$ cat config.mk
export PLATFORM = sky130hd
export DESIGN_NAME = pdu_gen_mc
export DESIGN_NICKNAME = d
export VERILOG_FILES = /design/src/rtl/pdu_gen_mc.sv
export SDC_FILE = /design/constraint.sdc
export NUM_CORES = 2
export LEC_CHECK = 0
export ABC_CLOCK_PERIOD_IN_PS = 3700
export CAP_MARGIN = 20
export CORE_AREA = 8 8 715 717
export DETAILED_ROUTE_END_ITERATION = 8
export DIE_AREA = 0 0 723 725
export GPL_TIMING_DRIVEN = 0
export PLACE_DENSITY = 0.38
export SLEW_MARGIN = 20
export SYNTH_ARGS = -nofsm -noshare
export SYNTH_HDL_FRONTEND = slang
export SYNTH_SLANG_ARGS = --single-unit
$ cat constraint.sdc
create_clock -name clk -period 3.7 [get_ports clk]
set_input_delay 0.37 -clock clk [delete_from_list [all_inputs] [get_ports clk]]
set_output_delay 0.37 -clock clk [all_outputs]
set_load 0.005 [all_outputs]
$ cat src/rtl/pdu_gen_mc.sv
// pdu_gen_mc: turns one packet plus its rule-ID stream into a PDU in the PCIe
// ring buffer (header flit, payload flits, packed rule flits), forwards the
// packet downstream and emits one metadata record per packet.
// Optional build macro: PDU_GEN_MC_STATS_EN adds three 32-bit event counters.
// Handshake: a beat transfers on any cycle where its valid and ready are both
// high; a valid source holds its beat stable until it transfers.
// in_meta_ready and pduid_ready are one-cycle pop pulses, not ready signals.
module pdu_gen_mc #(
    parameter int DW     = 512,
    parameter int RULE_W = 16,
    parameter int AW     = 12,
    parameter int IDW    = 10,
    parameter int META_W = 128,
    parameter int BSWAP  = 1,
    localparam int EW    = $clog2(DW/8)
) (
    input  logic              clk,
    input  logic              rst,
    input  logic [DW-1:0]     in_data,
    input  logic              in_sop,
    input  logic              in_eop,
    input  logic [EW-1:0]     in_empty,
    input  logic              in_valid,
    output logic              in_ready,
    input  logic [RULE_W-1:0] in_rule_data,
    input  logic              in_rule_last,
    input  logic              in_rule_valid,
    output logic              in_rule_ready,
    input  logic [META_W-1:0] in_meta_data,
    input  logic [15:0]       in_meta_flits,
    input  logic              in_meta_valid,
    output logic              in_meta_ready,
    output logic [DW-1:0]     rb_wr_data,
    output logic              rb_wr_sop,
    output logic              rb_wr_eop,
    output logic [AW-1:0]     rb_wr_addr,
    output logic              rb_wr_en,
    input  logic [AW-1:0]     rb_base_addr,
    input  logic              rb_almost_full,
    output logic              rb_update_valid,
    output logic [AW-1:0]     rb_update_size,
    input  logic              disable_pcie,
    input  logic [IDW-1:0]    pduid_data,
    input  logic              pduid_valid,
    output logic              pduid_ready,
    output logic [DW-1:0]     pdu_out_data,
    output logic              pdu_out_sop,
    output logic              pdu_out_eop,
    output logic [EW-1:0]     pdu_out_empty,
    output logic              pdu_out_valid,
    input  logic              pdu_out_ready,
    input  logic              pdu_out_almost_full,
    output logic [IDW-1:0]    pdumeta_id,
    output logic [15:0]       pdumeta_size,
    output logic [15:0]       pdumeta_flits,
    output logic              pdumeta_check,
    output logic              pdumeta_valid,
    input  logic              pdumeta_ready,
    output logic [2:0]        state_dbg
`ifdef PDU_GEN_MC_STATS_EN
    ,
    output logic [31:0]       stat_check_pdus,
    output logic [31:0]       stat_nocheck_pdus,
    output logic [31:0]       stat_rule_flits
`endif
);
    localparam int NB  = DW / 8;
    localparam int RPF = DW / RULE_W;
    localparam int SW  = $clog2(RPF + 1);

    typedef enum logic [2:0] {IDLE, PKT, RULE, HEAD, WAIT} state_t;
    state_t state, next_state;

    logic [AW-1:0]     offset;
    logic [15:0]       size, pkt_flits, rule_cnt, rule_flits, total_flits, beat_bytes;
    logic [16:0]       size_sum;
    logic [DW-1:0]     rule_buf;
    logic [SW-1:0]     rule_slot;
    logic              wr_en_d, wr_sop_d, wr_eop_d, rule_wr, nocheck_go;
    logic [AW-1:0]     wr_addr_d;
    logic [DW-1:0]     wr_data_d, payload_data;
    logic              unused_meta_flits;

    function automatic logic [DW-1:0] byte_rev(input logic [DW-1:0] d);
        logic [DW-1:0] r;
        for (int i = 0; i < NB; i++) r[i*8 +: 8] = d[(NB-1-i)*8 +: 8];
        return r;
    endfunction

    assign state_dbg         = state;
    assign unused_meta_flits = ^in_meta_flits;
    assign payload_data      = (BSWAP != 0) ? byte_rev(in_data) : in_data;
    assign beat_bytes        = in_eop ? 16'(NB) - 16'(in_empty) : 16'(NB);
    assign size_sum          = {1'b0, size} + {1'b0, beat_bytes};
    assign total_flits       = 16'd1 + pkt_flits + rule_flits;

    // State register
    always_ff @(posedge clk) begin
        if (rst) state <= IDLE;
        else     state <= next_state;
    end

    // Next state, stream readies and the ring-buffer write decision.
    // The current rule flit is written only when the next rule or the
    // terminator arrives, so the final rule flit always carries eop without
    // having to rewrite an earlier flit.
    always_comb begin
        next_state    = state;
        in_ready      = 1'b0;
        in_rule_ready = 1'b0;
        wr_en_d       = 1'b0;
        wr_sop_d      = 1'b0;
        wr_eop_d      = 1'b0;
        wr_addr_d     = rb_base_addr + AW'(1) + offset;
        wr_data_d     = '0;
        rule_wr       = 1'b0;
        nocheck_go    = 1'b0;
        case (state)
            IDLE: begin
                if (in_meta_valid && pduid_valid && !rb_almost_full && !pdu_out_almost_full)
                    next_state = PKT;
            end
            PKT: begin
                in_ready = !pdu_out_valid || pdu_out_ready;
                if (in_valid && in_ready) begin
                    wr_en_d   = 1'b1;
                    wr_data_d = payload_data;
                    if (in_sop) wr_addr_d = rb_base_addr + AW'(1);
                    if (in_eop) next_state = RULE;
                end
            end
            RULE: begin
                in_rule_ready = 1'b1;
                if (in_rule_valid) begin
                    if (!in_rule_last) begin
                        if (rule_slot == SW'(RPF)) begin
                            wr_en_d   = 1'b1;
                            wr_data_d = rule_buf;
                            rule_wr   = 1'b1;
                        end
                    end else begin
                        if (rule_cnt != 16'd0) begin
                            wr_en_d   = 1'b1;
                            wr_eop_d  = 1'b1;
                            wr_data_d = rule_buf;
                            rule_wr   = 1'b1;
                        end
                        if (rule_cnt != 16'd0 && !disable_pcie) begin
                            next_state = HEAD;
                        end else begin
                            next_state = WAIT;
                            nocheck_go = 1'b1;
                        end
                    end
                end
            end
            HEAD: begin
                wr_en_d    = 1'b1;
                wr_sop_d   = 1'b1;
                wr_addr_d  = rb_base_addr;
                wr_data_d  = DW'({in_meta_data, pduid_data, rule_cnt, size, total_flits});
                next_state = WAIT;
            end
            WAIT: begin
                if (pdumeta_valid && pdumeta_ready) next_state = IDLE;
            end
            default: next_state = IDLE;
        endcase
    end

    // Per-PDU counters and the rule packing buffer, cleared while idle
    always_ff @(posedge clk) begin
        if (rst || state == IDLE) begin
            offset     <= '0;
            size       <= '0;
            pkt_flits  <= '0;
            rule_cnt   <= '0;
            rule_flits <= '0;
            rule_buf   <= '0;
            rule_slot  <= '0;
        end else begin
            if (state == PKT && in_valid && in_ready) begin
                if (in_sop) begin
                    offset    <= AW'(1);
                    size      <= beat_bytes;
                    pkt_flits <= 16'd1;
                end else begin
                    offset    <= offset + AW'(1);
                    size      <= size_sum[16] ? 16'hFFFF : size_sum[15:0];
                    pkt_flits <= pkt_flits + 16'd1;
                end
            end
            if (state == RULE && in_rule_valid) begin
                if (rule_wr) begin
                    offset     <= offset + AW'(1);
                    rule_flits <= rule_flits + 16'd1;
                end
                if (!in_rule_last) begin
                    rule_cnt <= rule_cnt + 16'd1;
                    if (rule_slot == SW'(RPF)) begin
                        rule_buf  <= DW'(in_rule_data);
                        rule_slot <= SW'(1);
                    end else begin
                        rule_buf[int'(rule_slot)*RULE_W +: RULE_W] <= in_rule_data;
                        rule_slot <= rule_slot + SW'(1);
                    end
                end
            end
        end
    end

    // Registered ring-buffer write port and commit/pop pulses
    always_ff @(posedge clk) begin
        if (rst) begin
            rb_wr_en        <= 1'b0;
            rb_wr_sop       <= 1'b0;
            rb_wr_eop       <= 1'b0;
            rb_wr_addr      <= '0;
            rb_wr_data      <= '0;
            rb_update_valid <= 1'b0;
            rb_update_size  <= '0;
            pduid_ready     <= 1'b0;
            in_meta_ready   <= 1'b0;
        end else begin
            rb_wr_en        <= wr_en_d;
            rb_wr_sop       <= wr_sop_d;
            rb_wr_eop       <= wr_eop_d;
            rb_wr_addr      <= wr_addr_d;
            rb_wr_data      <= wr_data_d;
            rb_update_valid <= (state == HEAD);
            pduid_ready     <= (state == HEAD);
            in_meta_ready   <= (state == HEAD) || nocheck_go;
            if (state == HEAD) rb_update_size <= AW'(total_flits);
        end
    end

    // Single-stage forwarding register, held while downstream stalls
    always_ff @(posedge clk) begin
        if (rst) begin
            pdu_out_valid <= 1'b0;
            pdu_out_data  <= '0;
            pdu_out_sop   <= 1'b0;
            pdu_out_eop   <= 1'b0;
            pdu_out_empty <= '0;
        end else if (in_valid && in_ready) begin
            pdu_out_valid <= 1'b1;
            pdu_out_data  <= in_data;
            pdu_out_sop   <= in_sop;
            pdu_out_eop   <= in_eop;
            pdu_out_empty <= in_empty;
        end else if (pdu_out_ready) begin
            pdu_out_valid <= 1'b0;
        end
    end

    // Metadata record, held until accepted
    always_ff @(posedge clk) begin
        if (rst) begin
            pdumeta_valid <= 1'b0;
            pdumeta_id    <= '0;
            pdumeta_size  <= '0;
            pdumeta_flits <= '0;
            pdumeta_check <= 1'b0;
        end else if (state == HEAD) begin
            pdumeta_valid <= 1'b1;
            pdumeta_id    <= pduid_data;
            pdumeta_size  <= size;
            pdumeta_flits <= total_flits;
            pdumeta_check <= 1'b1;
        end else if (nocheck_go) begin
            pdumeta_valid <= 1'b1;
            pdumeta_id    <= '0;
            pdumeta_size  <= size;
            pdumeta_flits <= pkt_flits + rule_flits + 16'(rule_wr);
            pdumeta_check <= 1'b0;
        end else if (pdumeta_ready) begin
            pdumeta_valid <= 1'b0;
        end
    end

`ifdef PDU_GEN_MC_STATS_EN
    // Free-running event counters, wrapping at 2**32
    always_ff @(posedge clk) begin
        if (rst) begin
            stat_check_pdus   <= '0;
            stat_nocheck_pdus <= '0;
            stat_rule_flits   <= '0;
        end else begin
            if (state == HEAD) stat_check_pdus   <= stat_check_pdus + 32'd1;
            if (nocheck_go)    stat_nocheck_pdus <= stat_nocheck_pdus + 32'd1;
            if (rule_wr)       stat_rule_flits   <= stat_rule_flits + 32'd1;
        end
    end
`endif

endmodule

==> key figures <==
Layout
  – FILL cells: 55600
  – Nets: 10500
  – Share of cells above drive strength 1: 0.0905
  – Post-layout utilization of the core: 0.204
  – Synth-to-layout area growth: 64.7%

Drt
  – Post-DR vias/cell: 4.07
  – Vias post-DR: 68000
  – DR pass1 iterations: 9
  – DRC Markers: 8
  – Antenna-violating nets left: 0
  – Iter 0 DRT Violations: 7334
  – Routed length per instance: 35.8 um
  – Routed WL: 598000 um

Critical path
  – CP Data Required Time: 4500 ps
  – Worst Path Arrival: 4480 ps
  – Crit. End Element: register
  – Worst Reg-to-Reg Cells: 12
  – CP startpoint kind: register
  – Critical path type: register to register
  – Largest fanout on the critical path: 10

STA
  – FMAX: 0.272 GHz
  – Worst Tran Pin Value: 1250 ps
  – Final Slew Violations: 0
  – RSZ-0062 raised after global routing: true
  – Setup Skew: 117 ps
  – Period minus WS final: 3670 ps
  – Max_slew headroom: 0.167
  – Fin crit share: 0.993
  – Final setup fails: 0
  – Final Hold Vio Count: 0

Global routing
  – Vias in the first global route: 65700
  – Initial antenna violation count: 178
  – Largest net degree at the start of global routing: 23
  – First-pass GRT wire length: 739000 um
  – GRT overflow: 0
  – Gr usage total: 0.216

Die
  – CORE AREA: 500000 um^2
  – I/O Pins: 1826
  – Num rows: 260
  – Die footprint: 524000 um^2
  – Die Y: 725 um
  – Die width: 723 um
  – Starting Density: 0.124

Outcome
  – Status: complete, but fails checks
  – Failing checks: DRC

Worst hold path
  – Hold Crit Class: primary input to register
  – Hold path cells: 3

Yosys
  – Ys flop type: dfxtp_1
  – Cells after synthesis: 7355
  – Async SR Flop Fraction: 0
  – Register area share after synthesis: 0.550
  – Synth cell types: 89
  – Ys Warns: 0
  – Synthesized flop and latch total: 1702
  – Mean Syn Cell Area: 8.42 um^2
  – Mapped Area: 61900 um^2
  – Post-synthesis net count: 8131
  – Post-synth EDFFs: 0

Placed design
  – IO Port Bufs: 1807
  – Placer Congestion: 0.930
  – Hpwl dp: 504000 um

Power and ir drop
  – Worst vdd ir: 0.000476 V
  – Sequential power share: 0.394
  – Gate power share: 0.100
  – Total power: 0.0475 W
  – Leakage: 32.3 nW
  – NetSw: 0.0130 W
  – PD cells: 466 nW/um^2
  – Clk pwr share: 0.506
  – Switch share: 0.273
  – Cell internal pwr: 0.0345 W

Clock network
  – CTS Buf Count: 226
  – TritonCTS sink count: 1702
  – H-tree levels: 4
  – Clock Latency Late Sink: 990 ps
  – CTS tree: done
  – Root buf cell: clkbuf_16
  – Clock-pin slew on the worst setup and hold paths: 60 ps
  – Maximum clock insertion buffer count: 4

Job
  – Maxcap violations: 0
## area by class of cell
cell class / count / area, um^2 / area share
antenna: 58 / 145 / 0.00142
buffer: 598 / 2800 / 0.0274
inverter: 36 / 158 / 0.00155
multi-input combinational: 5016 / 25700 / 0.252
clock inverter: 103 / 1480 / 0.0145
clock buffer: 313 / 6490 / 0.0637
timing repair buffer: 2184 / 22700 / 0.223
tap: 6681 / 8360 / 0.0820
sequential: 1702 / 34100 / 0.334
## cell usage after synthesis, drive strengths merged (35+ instances only)
master / instances / share of area
nand2: 1902 / 0.12
dfxtp: 1702 / 0.55
a21oi: 1331 / 0.11
nor2: 512 / 0.033
clkbuf: 441 / 0.027
nand3: 419 / 0.034
a222oi: 177 / 0.029
buf: 160 / 0.013
a22oi: 148 / 0.018
ha: 57 / 0.012
xor2: 48 / 0.0069
o21ai: 45 / 0.0038
xnor2: 45 / 0.0065
inv: 35 / 0.0021
## path summary, 6_finish.rpt
path | start | to | slack [ps]
max | rule_slot[0] | rb_wr_data[461] | 30
min reg2reg | rule_buf[195] | rb_wr_data[195] | 370
min | in_data[29] | pdu_out_data[29] | 90
max reg2reg | rule_slot[0] | rb_wr_data[461] | 30
## what timing repair did
action,4_1_cts,5_1_grt
setup endpoints to repair,1266,153
hold buffers,261,0
endpoints found under the hold margin,369,0
gates resized for setup,92,59
setup buffers,16,13
pin swaps,11,17
## per-stage QoR
stage          hold WS, ps  setup TNS, ps  instance area (um^2)  std cells  worst slack [ps]
3_3_place_gp           440       -3452740                 88400      15800             -4150
4_1_cts              0.128          -6.34                101000      16600             -6.34
3_5_place_dp           445        -618130                 90400      15900             -1490
2_1_floorplan          432              0                 61900       7355               174
6_report              92.5              0                102000      16700              27.2
5_1_grt               46.8           -414                102000      16600              -158
## registers in the layout (all words and copies together), names as in the netlist, 16 cells and up
signal / flops
pdu_out_data: 512
pdumeta_size: 16
pdumeta_flits: 16
size: 16
rule_buf: 512
pkt_flits: 16
rule_cnt: 16
rule_flits: 16
rb_wr_data: 512
## worst max-delay path, cell delays in order, from the launching register on
cell and delay (ps):
dfxtp_4 370, buf_12 150, inv_6 70, ha_4 130
nor3b_4 230, nor4b_4 240, o21a_1 210, buf_12 140
buf_4 160, clkbuf_2 560, buf_2 360, nand2_1 170
a21oi_1 720
## cell usage in the layout, fill, tap and decap left out, drive strengths merged, types with 7 or more instances in the layout
| cell | netlist | routed |
|---|---|---|
| a21o | 11 | 11 |
| nor2b | 14 | 14 |
| or2 | 10 | 10 |
| nor2 | 512 | 512 |
| clkdlybuf4s50 | 0 | 1807 |
| and3 | 24 | 24 |
| nor3b | 7 | 7 |
| diode | 0 | 58 |
| xnor2 | 45 | 45 |
| dfxtp | 1702 | 1702 |
| and4 | 9 | 9 |
| nand4 | 18 | 18 |
| inv | 35 | 41 |
| clkbuf | 441 | 753 |
| nand2 | 1902 | 1902 |
| nor3 | 31 | 31 |
| o31ai | 8 | 8 |
| a222oi | 177 | 177 |
| o21a | 11 | 11 |
| bufinv | 0 | 27 |
| nand2b | 10 | 10 |
| clkinv | 1 | 64 |
| or3 | 13 | 13 |
| clkinvlp | 0 | 7 |
| nand3 | 419 | 419 |
| dlygate4sd3 | 0 | 261 |
| a211oi | 22 | 22 |
| a31oi | 23 | 23 |
| o21ai | 45 | 45 |
| a21oi | 1331 | 1331 |
| a311oi | 11 | 11 |
| xor2 | 48 | 48 |
| mux2i | 22 | 22 |
| buf | 160 | 270 |
| a22oi | 148 | 148 |
| ha | 57 | 57 |
| and2 | 12 | 12 |
## power groups by stage
stage	combinational (W)	sequential, W	clock [W]
6_report	0.00475	0.0187	0.0240
3_5_place_dp	0.00452	0.0191	0
2_1_floorplan	0.00104	0.0191	0
3_3_place_gp	0.00433	0.0191	0
4_1_cts	0.00481	0.0187	0.0248
5_1_grt	0.00491	0.0187	0.0254
## metal layers
| metal | vias up | part of all wire | GRT usage |
|---|---|---|---|
| li1 | 30100 | - | - |
| met2 | 3246 | 0.45 | 0.352 |
| met3 | 705 | 0.10 | 0.0805 |
| met1 | 33800 | 0.40 | 0.262 |
| met4 | 38 | 0.039 | 0.0715 |
| met5 | - | 0.00040 | 0 |
## kinds of logic after synthesis
family          share of synthesized area
flops                               0.550
compound gates                      0.176
mux                               0.00356
xor+xnor                           0.0134
simple gates                        0.201
fa+ha+maj                          0.0131
buf+inv                            0.0423
Power figures use the tool's default switching activity.
